### src/rtl/mips_pkg.sv
// Shared MIPS pipeline definitions.
//   INST_W / ADDR_W : instruction and address widths
//   RESET_PC_DEF    : boot vector loaded into the PC on reset
//   PC_INC_DEF      : sequential fetch increment
//   if_state_t      : fetch-stage FSM states
package mips_pkg;

    localparam int unsigned INST_W = 32;
    localparam int unsigned ADDR_W = 32;

    localparam logic [ADDR_W-1:0] RESET_PC_DEF = 32'hBFC0_0000;
    localparam logic [ADDR_W-1:0] PC_INC_DEF   = 32'd4;

    // StFetch: live request at pc; StDrop: stale request whose data is
    // discarded; StHold: one instruction buffered while decode stalls.
    typedef enum logic [1:0] {
        StFetch = 2'd0,
        StDrop  = 2'd1,
        StHold  = 2'd2
    } if_state_t;

endpackage

### src/rtl/if_stage_if.sv
// Instruction-memory request/response bus.
//   inst_req   : fetch request (master -> slave)
//   inst_addr  : word-aligned fetch address (master -> slave)
//   inst_ack   : data returned for the outstanding request (slave -> master)
//   inst_rdata : instruction word, valid with inst_ack (slave -> master)
interface if_stage_if;
    import mips_pkg::*;

    logic              inst_req;
    logic [ADDR_W-1:0] inst_addr;
    logic              inst_ack;
    logic [INST_W-1:0] inst_rdata;

    modport master (
        output inst_req,
        output inst_addr,
        input  inst_ack,
        input  inst_rdata
    );

    modport slave (
        input  inst_req,
        input  inst_addr,
        output inst_ack,
        output inst_rdata
    );

endinterface

### src/rtl/if_id_reg.sv
// IF/ID pipeline register.
//   clk, rst          : clock, synchronous active-high reset
//   flush             : discard the held instruction (redirect)
//   stall             : decode cannot accept; hold contents
//   load              : a new instruction is presented this cycle
//   load_inst/load_pc : the instruction and its address
//   id_valid/id_inst/id_pc/id_pc_plus4 : register contents to decode
module if_id_reg
    import mips_pkg::*;
(
    input  logic              clk,
    input  logic              rst,
    input  logic              flush,
    input  logic              stall,
    input  logic              load,
    input  logic [INST_W-1:0] load_inst,
    input  logic [ADDR_W-1:0] load_pc,
    output logic              id_valid,
    output logic [INST_W-1:0] id_inst,
    output logic [ADDR_W-1:0] id_pc,
    output logic [ADDR_W-1:0] id_pc_plus4
);

    // Load is only raised by the fetch stage when decode can take it (not
    // stalled, or the register is empty), so it may override stall here.
    always_ff @(posedge clk) begin
        if (rst) begin
            id_valid    <= 1'b0;
            id_inst     <= '0;
            id_pc       <= '0;
            id_pc_plus4 <= '0;
        end else if (flush) begin
            id_valid <= 1'b0;
        end else if (load) begin
            id_valid    <= 1'b1;
            id_inst     <= load_inst;
            id_pc       <= load_pc;
            id_pc_plus4 <= load_pc + 32'd4;
        end else if (!stall) begin
            id_valid <= 1'b0;
        end
    end

endmodule

### src/rtl/if_stage.sv
// Instruction-fetch stage: owns the PC, drives the instruction-memory bus,
// buffers one instruction while decode stalls and flushes on redirect.
//   clk, rst          : clock, synchronous active-high reset
//   stall             : decode cannot accept a new instruction
//   redirect          : taken branch/jump from decode
//   redirect_pc       : redirect target
//   imem              : instruction-memory bus (master side)
//   id_valid/id_inst/id_pc/id_pc_plus4 : IF/ID register outputs
module if_stage
    import mips_pkg::*;
#(
    parameter logic [ADDR_W-1:0] RESET_PC = RESET_PC_DEF,
    parameter logic [ADDR_W-1:0] PC_INC   = PC_INC_DEF
) (
    input  logic              clk,
    input  logic              rst,
    input  logic              stall,
    input  logic              redirect,
    input  logic [ADDR_W-1:0] redirect_pc,
    if_stage_if.master        imem,
    output logic              id_valid,
    output logic [INST_W-1:0] id_inst,
    output logic [ADDR_W-1:0] id_pc,
    output logic [ADDR_W-1:0] id_pc_plus4
);

    if_state_t         state_q;
    logic [ADDR_W-1:0] pc_q;
    logic [ADDR_W-1:0] pending_pc_q;
    logic [INST_W-1:0] buf_inst_q;
    logic [ADDR_W-1:0] buf_pc_q;

    logic              ack;
    logic              load;
    logic [INST_W-1:0] load_inst;
    logic [ADDR_W-1:0] load_pc;

    // The request is withdrawn during reset so a late ack cannot land.
    assign imem.inst_req  = !rst && (state_q != StHold);
    assign imem.inst_addr = {pc_q[ADDR_W-1:2], 2'b00};
    assign ack            = imem.inst_req && imem.inst_ack;

    always_comb begin
        load      = 1'b0;
        load_inst = imem.inst_rdata;
        load_pc   = pc_q;
        unique case (state_q)
            StFetch: load = ack && !redirect && (!stall || !id_valid);
            StHold: begin
                load      = !redirect && !stall;
                load_inst = buf_inst_q;
                load_pc   = buf_pc_q;
            end
            default: load = 1'b0;
        endcase
    end

    always_ff @(posedge clk) begin
        if (rst) begin
            state_q      <= StFetch;
            pc_q         <= RESET_PC;
            pending_pc_q <= '0;
            buf_inst_q   <= '0;
            buf_pc_q     <= '0;
        end else begin
            unique case (state_q)
                StFetch: begin
                    if (ack) begin
                        if (redirect) begin
                            pc_q <= redirect_pc;
                        end else begin
                            pc_q <= pc_q + PC_INC;
                            if (stall && id_valid) begin
                                buf_inst_q <= imem.inst_rdata;
                                buf_pc_q   <= pc_q;
                                state_q    <= StHold;
                            end
                        end
                    end else if (redirect) begin
                        // Request cannot be withdrawn; wait it out in StDrop.
                        pending_pc_q <= redirect_pc;
                        state_q      <= StDrop;
                    end
                end
                StDrop: begin
                    if (redirect) begin
                        pending_pc_q <= redirect_pc;
                    end
                    if (ack) begin
                        pc_q    <= redirect ? redirect_pc : pending_pc_q;
                        state_q <= StFetch;
                    end
                end
                StHold: begin
                    if (redirect) begin
                        buf_inst_q <= '0;
                        buf_pc_q   <= '0;
                        pc_q       <= redirect_pc;
                        state_q    <= StFetch;
                    end else if (!stall) begin
                        state_q <= StFetch;
                    end
                end
                default: state_q <= StFetch;
            endcase
        end
    end

    if_id_reg u_if_id_reg (
        .clk         (clk),
        .rst         (rst),
        .flush       (redirect),
        .stall       (stall),
        .load        (load),
        .load_inst   (load_inst),
        .load_pc     (load_pc),
        .id_valid    (id_valid),
        .id_inst     (id_inst),
        .id_pc       (id_pc),
        .id_pc_plus4 (id_pc_plus4)
    );

endmodule

### src/flat_wrapper.sv
// flat-port wrapper written by rule: the top's interface ports become plain ports
module if_stage_flat import mips_pkg::*;
#(
    parameter logic [ADDR_W-1:0] RESET_PC = RESET_PC_DEF,
    parameter logic [ADDR_W-1:0] PC_INC   = PC_INC_DEF
)
  (clk, rst, stall, redirect, redirect_pc, id_valid, id_inst, id_pc, id_pc_plus4, imem_inst_req, imem_inst_addr, imem_inst_ack, imem_inst_rdata);
  if_stage_if imem_i ();
  input  logic clk;
  input  logic rst;
  input  logic stall;
  input  logic redirect;
  input  logic [ADDR_W-1:0] redirect_pc;
  output logic id_valid;
  output logic [INST_W-1:0] id_inst;
  output logic [ADDR_W-1:0] id_pc;
  output logic [ADDR_W-1:0] id_pc_plus4;
  output wire logic [$bits(imem_i.inst_req)-1:0] imem_inst_req;
  output wire logic [$bits(imem_i.inst_addr)-1:0] imem_inst_addr;
  input wire logic [$bits(imem_i.inst_ack)-1:0] imem_inst_ack;
  input wire logic [$bits(imem_i.inst_rdata)-1:0] imem_inst_rdata;
  assign imem_inst_req = imem_i.inst_req;
  assign imem_inst_addr = imem_i.inst_addr;
  assign imem_i.inst_ack = imem_inst_ack;
  assign imem_i.inst_rdata = imem_inst_rdata;
  if_stage #(.RESET_PC(RESET_PC), .PC_INC(PC_INC)) u_core (.clk(clk), .rst(rst), .stall(stall), .redirect(redirect), .redirect_pc(redirect_pc), .imem(imem_i), .id_valid(id_valid), .id_inst(id_inst), .id_pc(id_pc), .id_pc_plus4(id_pc_plus4));
endmodule
### config.mk
export PLATFORM = sky130hd
export DESIGN_NAME = if_stage_flat
export DESIGN_NICKNAME = d
export VERILOG_FILES = /design/src/rtl/mips_pkg.sv /design/src/rtl/if_stage_if.sv /design/src/rtl/if_id_reg.sv /design/src/rtl/if_stage.sv /design/src/flat_wrapper.sv
export SDC_FILE = /design/constraint.sdc
export NUM_CORES = 1
export LEC_CHECK = 0
export CORE_MARGIN = 2
export CORE_UTILIZATION = 57
export DETAILED_ROUTE_END_ITERATION = 10
export HOLD_SLACK_MARGIN = 0.06
export PLACE_DENSITY_LB_ADDON = 0.08
export SYNTH_ARGS = -nofsm -noshare
export SYNTH_HDL_FRONTEND = slang
export SYNTH_SLANG_ARGS = --single-unit
### constraint.sdc
create_clock -name clk -period 8.7 [get_ports clk]
set_clock_uncertainty 0.15 [all_clocks]
set_input_delay 1.74 -clock clk [delete_from_list [all_inputs] [get_ports clk]]
set_output_delay 1.74 -clock clk [all_outputs]
set_load 0.1 [all_outputs]
== Yosys cells after proc, flatten, opt, wreduce, memory -nomap -nowiden ==
Index checks and enable logic that the tools add are counted.

* Register bits after elaboration: 227
* Bits in read-only memories: 0
* Input port bits: 69
* Memory bits (writable): 0
* Memories kept: 0
* Output and inout port bits: 130
* Logic and storage cells: 77
* Bits in latches: 0

* Mux-type cells: 30
* Multiply operators: 0
* Div/mod/pow operators: 0
* Order comparisons: 0
* Bitwise gates (word level): 1
* Equality and inequality tests: 14
* Add/subtract/negate cells: 2
* Shifts and indexed selects: 0
* Reduce and logical (&&, ||, !) cells: 21

{| class="wikitable"
|+ Operator list
! cell !! number
|-
| two-way mux 32 bit || 15
|-
| case mux 32 bit (2 select lines) || 3
|-
| case mux 32 bit (3 select lines) || 1
|-
| adder 32 x 3 -> 32 bit (second input constant) || 2
|-
| two-way mux 2 bit || 7
|-
| AND reduction 5 bit || 2
|-
| inequality test 2 x 1 -> 1 bit (second input constant) || 4
|-
| inequality test 2 bit (second input constant) || 4
|-
| logical AND 1 bit || 6
|-
| inequality test 3 x 2 -> 1 bit (second input constant) || 2
|-
| inequality test 3 bit (second input constant) || 2
|-
| case mux 2 bit (3 select lines) || 1
|-
| logical NOT 1 bit || 4
|-
| AND reduction 2 bit || 2
|-
| AND reduction 4 bit || 1
|-
| nonzero test 2 bit || 2
|-
| nonzero test 3 bit || 1
|-
| == test 2 x 1 -> 1 bit (second input constant) || 1
|-
| == test 2 bit (second input constant) || 1
|-
| logical NOT 2 bit || 1
|-
| two-way mux 1 bit || 2
|-
| case mux 1 bit (2 select lines) || 1
|-
| OR reduction 2 bit || 1
|-
| logical OR 1 bit || 1
|-
| inverter 1 bit || 1
|}

== Logic depth before layout (Yosys ltp) ==
Gate-level depths: netlist of run 1.

* Depth in word-level cells: 7
* Depth in mapped cells: 16
* Depth with buffers taken out: 8

== Hierarchy ==
A second synthesis of run 1 with hierarchy kept.

* Cells, all modules: 1361
* Area, all modules: 11014.3 um^2

{| class="wikitable"
|+ By module, submodules not included
! module !! cells each !! area an instance (um^2) !! seq. area each (um^2) !! instances
|-
| if_stage || 882 || 7178.1 || 2602.5 || 1
|-
| if_id_reg || 479 || 3836.2 || 1901.8 || 1
|}

== Worst setup path after synthesis of run 1 ==
Ideal clock, no wire load.

* Path kind: input to output
* Start point: in rst
* End point: out imem_inst_req
* Path buffers: 3
* Cell stages on the path: 4
* Arrival: 3.585 ns
* Path slack: 3.225 ns
* Required time: 6.810 ns
* Cell sequence: clkbuf_1 -> clkbuf_1 -> clkbuf_1 -> nor2_1

* Word-level cells in the longest chain between the ends: 2

{| class="wikitable"
|+ RTL lines
! element !! RTL line !! RTL
|-
| start, declared || flat_wrapper.sv:10 || <nowiki>input logic rst;</nowiki>
|-
| logical NOT 1 bit || if_stage.sv:39 || <nowiki>assign imem.inst_req = !rst && (state_q != StHold);</nowiki>
|-
| logical AND 1 bit || if_stage.sv:39 ||
|-
| end, declared || flat_wrapper.sv:18 || <nowiki>output wire logic [$bits(imem_i.inst_req)-1:0] imem_inst_req;</nowiki>
|}

Every way passes these cells.

== Worst setup path in the final report of run 1 ==
Same ends and word-level chain as after synthesis.

==> results of run 1 <==
## registers in the layout, indices dropped and copies added, names as in the netlist
name / count
u_core.buf_inst_q: 32
u_core.buf_pc_q: 32
u_core.pc_q: 32
u_core.pending_pc_q: 32
u_core.u_if_id_reg.id_inst: 32
u_core.u_if_id_reg.id_pc: 32
u_core.u_if_id_reg.id_pc_plus4: 30
u_core.state_q: 2
u_core.u_if_id_reg.id_valid: 1
## placed cells by master, fill, tap and decap left out, types with 8 or more instances in the layout
cell type        synthesis  layout
dfxtp_1                225     225
clkdlybuf4s50_1          0     195
nor2_1                 172     171
a21oi_1                158     158
nand2_1                136     136
a211oi_1                68      68
mux2i_1                 66      66
nor3b_1                 62      62
nand3_1                 36      36
o21ai_0                 35      35
nor3_1                  25      25
clkbuf_16                0      25
nor4_1                  19      19
nand4_1                 17      17
or3_1                   16      16
buf_4                   36      11
inv_1                   10      10
a211o_1                  9       9
a22oi_1                  8       8
or4_1                    8       8
xnor2_1                  8       8
## tightest hold or removal path, stage by stage, from the launching register on
cell and delay [ns]:
dfxtp_1 0.31, nand2_1 0.05, a21oi_1 0.05
## power groups by stage
stage / sequential (mW) / combinational [mW] / clock, mW
after CTS: 1.16 / 0.807 / 1.02
after global routing: 1.17 / 0.855 / 1.07
after global placement: 1.18 / 0.795 / 0
after floorplan: 1.34 / 0.453 / 0
after detailed placement: 1.18 / 0.803 / 0
final: 1.16 / 0.810 / 1.01
## logic make-up after synthesis
kind of cell    Yosys count
compound gates          368
buf+inv                 169
xor+xnor                 11
other cells               1
flops                   225
mux                      72
fa+ha+maj                 7
simple gates            534
## final cells by class
cell class	instances	area (µm²)	area share, %
well taps	265	332	2.42
clock buffers	36	707	5.16
inverters	11	41.3	0.301
multi-input cells	994	5980	43.6
clock inverters	8	71.3	0.521
repair buffers	208	2070	15.1
flip-flops and latches	225	4500	32.9
## routing by layer
| metal | up-vias | share of wire (%) | global-route usage [%] |
|---|---|---|---|
| met5 | - | 0 | 0 |
| li1 | 5157 | - | - |
| met4 | 0 | 1.8 | 7.05 |
| met3 | 37 | 7.1 | 3.34 |
| met1 | 4894 | 46 | 42.0 |
| met2 | 426 | 45 | 41.9 |
## path summary, 6_finish.rpt
kind / from / to / slack [ns] / cells after the start
hold reg to reg: u_core.pending_pc_q[29] / u_core.pending_pc_q[29] / 0.30 / 2
setup reg to reg: u_core.state_q[0] / u_core.u_if_id_reg.id_pc_plus4[31] / 4.69 / 8
hold / removal: u_core.pending_pc_q[29] / u_core.pending_pc_q[29] / 0.30 / 2
setup / recovery: rst / imem_inst_req / 3.55 / 3
## stage by stage
step	utilization (%)	power (mW)	instance area, µm²
after global placement	66.6	1.97	12900
after floorplan	-	1.79	11200
after global routing	70.6	3.09	13700
after CTS	70.6	2.98	13700
after detailed placement	66.6	1.98	12900
final	70.6	2.98	13700
==> results.md, run 1 <==
* Endpoints failing setup at 0
* Diode count at 0
* Die Width at 144 µm
* Post-synthesis compound-gate area fraction at 21.2%
* Distinct cells, synth at 68
* Port buffer count at 196
* Sink Count at 225
* Unrepaired setup endpoints after global routing: no
* Final #Nets at 1541
* Mux share of post-synthesis cell area at 6.48%
* CTS tree: built
* Area share of the largest cell type after synthesis at 40.1%
* Hold Fails Final Rpt at 0
* Hold WS at 0.303 ns
* Total routed wirelength at 30100 µm
* Async set-reset flop share out of synthesis at 0%
* Max Cap Viol at 0
* Crit end category: primary output
* Flop pwr share at 39.0%
* Hold Path Class: flip-flop to flip-flop
* DRT Pass-1 Iters at 6
* Fin cells at 1747
* Arr. time, crit path at 3.26 ns
* 1st-iter DRT viols at 929
* Pin count of the biggest net entering global routing at 177
* Worst-path clk slew at 0.06 ns
* Top Ports at 199
* Largest cells by area after synthesis: dfxtp_1 40%, a21oi_1 7.0%, mux2i_1 5.9%, nor2_1 5.7%, a211oi_1 4.5%
* Max incr delay on CP at 1.14 ns
* Max-slew headroom at 17.0%
* Final min period at 5.15 ns
* XOR/XNOR share of the synthesized area at 0.858%
* Most frequent cell after synthesis: dfxtp_1
* Core Rows at 51
* Initial core utilization at 57.9%
* Synth area leader: dfxtp_1
* GP Congestion at 0.872
* Cts repair resizes at 0
* Number of global-route vias before repair at 8986
* Worst ir drop on vdd at 0.172 mV
* Via density at 6.02
* Slew @ Worst Pin at 1.24 ns
* Die Ht at 144 µm
* CP bufs+invs at 2
* Internal at 1.90 mW
* Final ANT Viol Nets at 0
* Synthesized cell area at 0.0112 mm²
* Area delta synth->final at 22.0%
* Synthesis Warnings at 0
* Psw at 1.07 mW
* Place WS at 3.57 ns
* Grt ovf at 0
* Comb pwr share at 27.2%
* Root buffer cell: clkbuf_16
* Die area at 0.0208 mm²
* Core Footprint at 0.0194 mm²
* Num CTS Buffers at 25
* Buffers inserted by post-CTS timing repair at 0
* Antenna violations before repair at 0
* Setup TNS at 0 ns
* Worst path slowest cell: clkdlybuf4s50_1
* Critical Path, Cell by Cell: buf_6 > nor2_1 > clkdlybuf4s50_1
* WP data required at 6.81 ns
* DP HPWL at 19700 µm
* Filler cell count in the final layout at 1580
* CP Class: input port to primary output
* Critical path fanouts, max at 48
* Main combinational cell family by area after synthesis: simple AND/OR/NAND/NOR gates
* #FFs+latches synth at 225
* Pwr Density at 217 mW/mm²
* Leak Pwr at 4.50 nW
* Post-synthesis simple-gate area fraction at 23.5%
* Post-Synth Adder-Cell Area at 0.780%
* Drc violations at 0
* Total track usage at 27.8%
* Placed cell count at 1703
* Seq/Total Area, Yosys at 40.1%
* Clock share of power at 33.8%
* Share of cells above drive strength 1 at 4.52%
* Fmax at 0.194 GHz
* H-tree Lvls at 1
* Most instantiated cells after synthesis: 225 x dfxtp_1, 172 x nor2_1, 158 x a21oi_1
* First-pass GRT wire length at 47200 µm
* Synth Instances at 1387
* Crit path max-delay family: buffers and inverters
* EDFF count, synth at 0
* Final worst-path cycle share at 59.2%
* Net Sw Frac at 36.0%
* Worst-Skew Late Latency at 0.52 ns
* CTS max path bufs at 3
* Status: finished, final reports clean
* Worst setup margin at 3.55 ns
* Cts hold-fix bufs at 0
* Top FF cell, synth: dfxtp_1
* WL per Instance at 17.2 µm
* Startpoint Class: input port
* Via count at 10500
* Post-Syn Area per Cell at 8.10 µm²
* Final Max Tran Viols at 0
Note: power is estimated with default switching activity, not from simulation.
==> inputs of run 2 (changes only) <==
--- a/config.mk
+++ b/config.mk
@@ -6,7 +6,7 @@
 export NUM_CORES = 1
 export LEC_CHECK = 0
 export CORE_MARGIN = 2
-export CORE_UTILIZATION = 57
+export CORE_UTILIZATION = 53
 export DETAILED_ROUTE_END_ITERATION = 10
 export HOLD_SLACK_MARGIN = 0.06
 export PLACE_DENSITY_LB_ADDON = 0.08
==> constraint.sdc (replaced) <==
create_clock -name clk -period 5.1 [get_ports clk]
set_clock_uncertainty 0.15 [all_clocks]
set_input_delay 1.02 -clock clk [delete_from_list [all_inputs] [get_ports clk]]
set_output_delay 1.02 -clock clk [all_outputs]
set_load 0.1 [all_outputs]
==> run 2 against run 1 <==
Register-to-register slack lost 3.6 ns. Worst setup slack lost 2.4 ns. Design area grew 0.32%. Total power grew 71%. Wire length grew 3.4%. Sequential power grew 71%. Critical path depth grew 5. Die area grew 7.3%. First-iteration DRC count shrank 2.6%. Final cell count grew 0.69%. Highest routed layer unchanged.
==> results.md, run 2 (synthesis gave the netlist of run 1 again) <==
* Status: finished, final reports clean
* Port buffer count at 196 (unchanged)
* Slew @ Worst Pin at 1.31 ns (+0.0646 ns)
* First-pass GRT wire length at 49300 µm (+4.5%)
* Hold Fails Final Rpt at 0 (unchanged)
* Max Cap Viol at 0 (unchanged)
* WP data required at 5.37 ns (-1.44 ns)
* Fmax at 0.252 GHz
* Setup TNS at 0 ns (unchanged)
* CTS tree: built
* 1st-iter DRT viols at 905 (-2.6%)
* H-tree Lvls at 1 (unchanged)
* Crit end category: flip-flop
* Hold Path Class: flip-flop to flip-flop
* Post-layout util at 65.8% (-4.8 points)
* Crit-path most repeated cell: buf_4
* Commonest non-fill, non-tap cell in the layout: dfxtp_1
* Number of global-route vias before repair at 9288 (+3.4%)
* Num CTS Buffers at 25 (unchanged)
* Pin count of the biggest net entering global routing at 184 (+4.0%)
* Critical path fanouts, max at 39 (-19%)
* Final ANT Viol Nets at 0 (unchanged)
* Die Width at 150 µm (+3.6%)
* Final Max Tran Viols at 0 (unchanged)
* Leak Pwr at 4.51 nW (+0.28%)
* Worst path slowest cell: ha_2
* Top Ports at 199 (unchanged)
* Antenna violations before repair at 0 (unchanged)
* CP Class: flip-flop to flip-flop
* CTS max path bufs at 3 (unchanged)
* Initial core utilization at 53.8% (-4.1 points)
* Die area at 0.0224 mm² (+7.3%)
* Final min period at 3.97 ns
* Highest-count cells in the layout ignoring fill and taps: 225 x dfxtp_1, 195 x clkdlybuf4s50_1, 171 x nor2_1
* Drc violations at 0 (unchanged)
* WL per Instance at 17.7 µm (+2.7%)
* Share of cells above drive strength 1 at 4.58% (+0.061 points)
* GP Congestion at 0.856 (-1.9%)
* Cts hold-fix bufs at 0 (unchanged)
* Final worst-path cycle share at 77.8%
* Final instance area at 0.0137 mm² (+0.32%)
* Startpoint Class: flip-flop
* Fin cells at 1759 (+0.69%)
* Worst ir drop on vdd at 0.226 mV (+31%)
* Total track usage at 26.8% (-0.91 points)
* Critical Path, Cell by Cell: inv_1 > ha_2 > buf_4 > o21ai_0 > nor2_4 > buf_4 > nor2_1 > a211oi_1
* Core Footprint at 0.0209 mm² (+7.7%)
* Endpoints failing setup at 0 (unchanged)
* Arr. time, crit path at 4.24 ns (+0.98 ns)
* Die Ht at 150 µm (+3.6%)
* Unrepaired setup endpoints after global routing: no
* Max-slew headroom at 12.9% (-4.1 points)
* Core Rows at 53 (+3.9%)
* Grt ovf at 0 (unchanged)
* Area delta synth->final at 22.4%
* Final #Nets at 1543 (+0.13%)
* Via density at 6.02 (+0.10%)
* Pwr Density at 371 mW/mm² (+71%)
* Filler cell count in the final layout at 1871 (+18%)
* Worst-path clk slew at 0.06 ns (about the same)
* Sink Count at 225 (unchanged)
* Total Power at 5.10 mW (+71%)
* Total routed wirelength at 31100 µm (+3.4%)
* Diode count at 0 (unchanged)
* Worst-Skew Late Latency at 0.53 ns (about the same)
* Max incr delay on CP at 0.79 ns (-0.35 ns)
* Via count at 10600 (+0.79%)
* Post-DP Area at 0.0130 mm² (+0.31%)
* Placed cell count at 1715 (+0.70%)
* Buffers inserted by post-CTS timing repair at 0 (unchanged)
* Root buffer cell: clkbuf_16
* DRT Pass-1 Iters at 8 (+2)
* Cts repair resizes at 0 (unchanged)
* DP HPWL at 20500 µm (+4.0%)
## run 2: path summary, 6_finish.rpt
kind                                     start                           endpoint  slack, ns  cells past startpoint
max                          u_core.state_q[0]       u_core.u_if_id_reg.id_pc[17]       1.13                      8
min          u_core.u_if_id_reg.id_pc_plus4[8]  u_core.u_if_id_reg.id_pc_plus4[8]       0.30                      2
max reg2reg                  u_core.state_q[0]       u_core.u_if_id_reg.id_pc[17]       1.13                      8
min reg2reg  u_core.u_if_id_reg.id_pc_plus4[8]  u_core.u_if_id_reg.id_pc_plus4[8]       0.30                      2
## run 2: cell type report
| cell class | count | area (µm²) | share of cell area (%) |
|---|---|---|---|
| inverter | 11 | 41.3 | 0.300 |
| multi-input combinational | 994 | 5980 | 43.5 |
| sequential | 225 | 4500 | 32.8 |
| clock buffer | 38 | 724 | 5.27 |
| clock inverter | 6 | 57.6 | 0.419 |
| tap | 275 | 344 | 2.50 |
| timing repair buffer | 210 | 2090 | 15.2 |
## run 2: layer usage
| layer | part of all wire, % | vias up | global-route usage, % | wire, µm |
|---|---|---|---|---|
| met1 | 46 | 4954 | 39.8 | 14300 |
| met3 | 7.6 | 52 | 3.48 | 2350 |
| met2 | 44 | 419 | 41.0 | 13800 |
| met4 | 2.2 | 0 | 7.33 | 669 |
| li1 | - | 5172 | - | - |
| met5 | 0 | - | 0 | 0 |
## run 2: worst max-delay path, delay by kind of cell, from the launching register on
| family | cells | cell delay, ns |
|---|---|---|
| compound gates | 2 | 0.62 |
| buf+inv | 3 | 1.17 |
| simple gates | 2 | 0.79 |
| flops | 1 | 0.33 |
| fa+ha+maj | 1 | 0.79 |
## run 2: stage by stage
step | hold WS [ns] | setup slack [ns]
after floorplan | 0.286 | 1.07
after global placement | 0.291 | 1.10
after detailed placement | 0.297 | 0.963
after CTS | 0.305 | 1.17
after global routing | 0.313 | 0.846
final | 0.301 | 1.13
## run 2: power breakdown
part | internal (mW) | switching, mW
registers | 1.86 | 0.122
logic | 0.378 | 1.01
clock network | 1.02 | 0.711
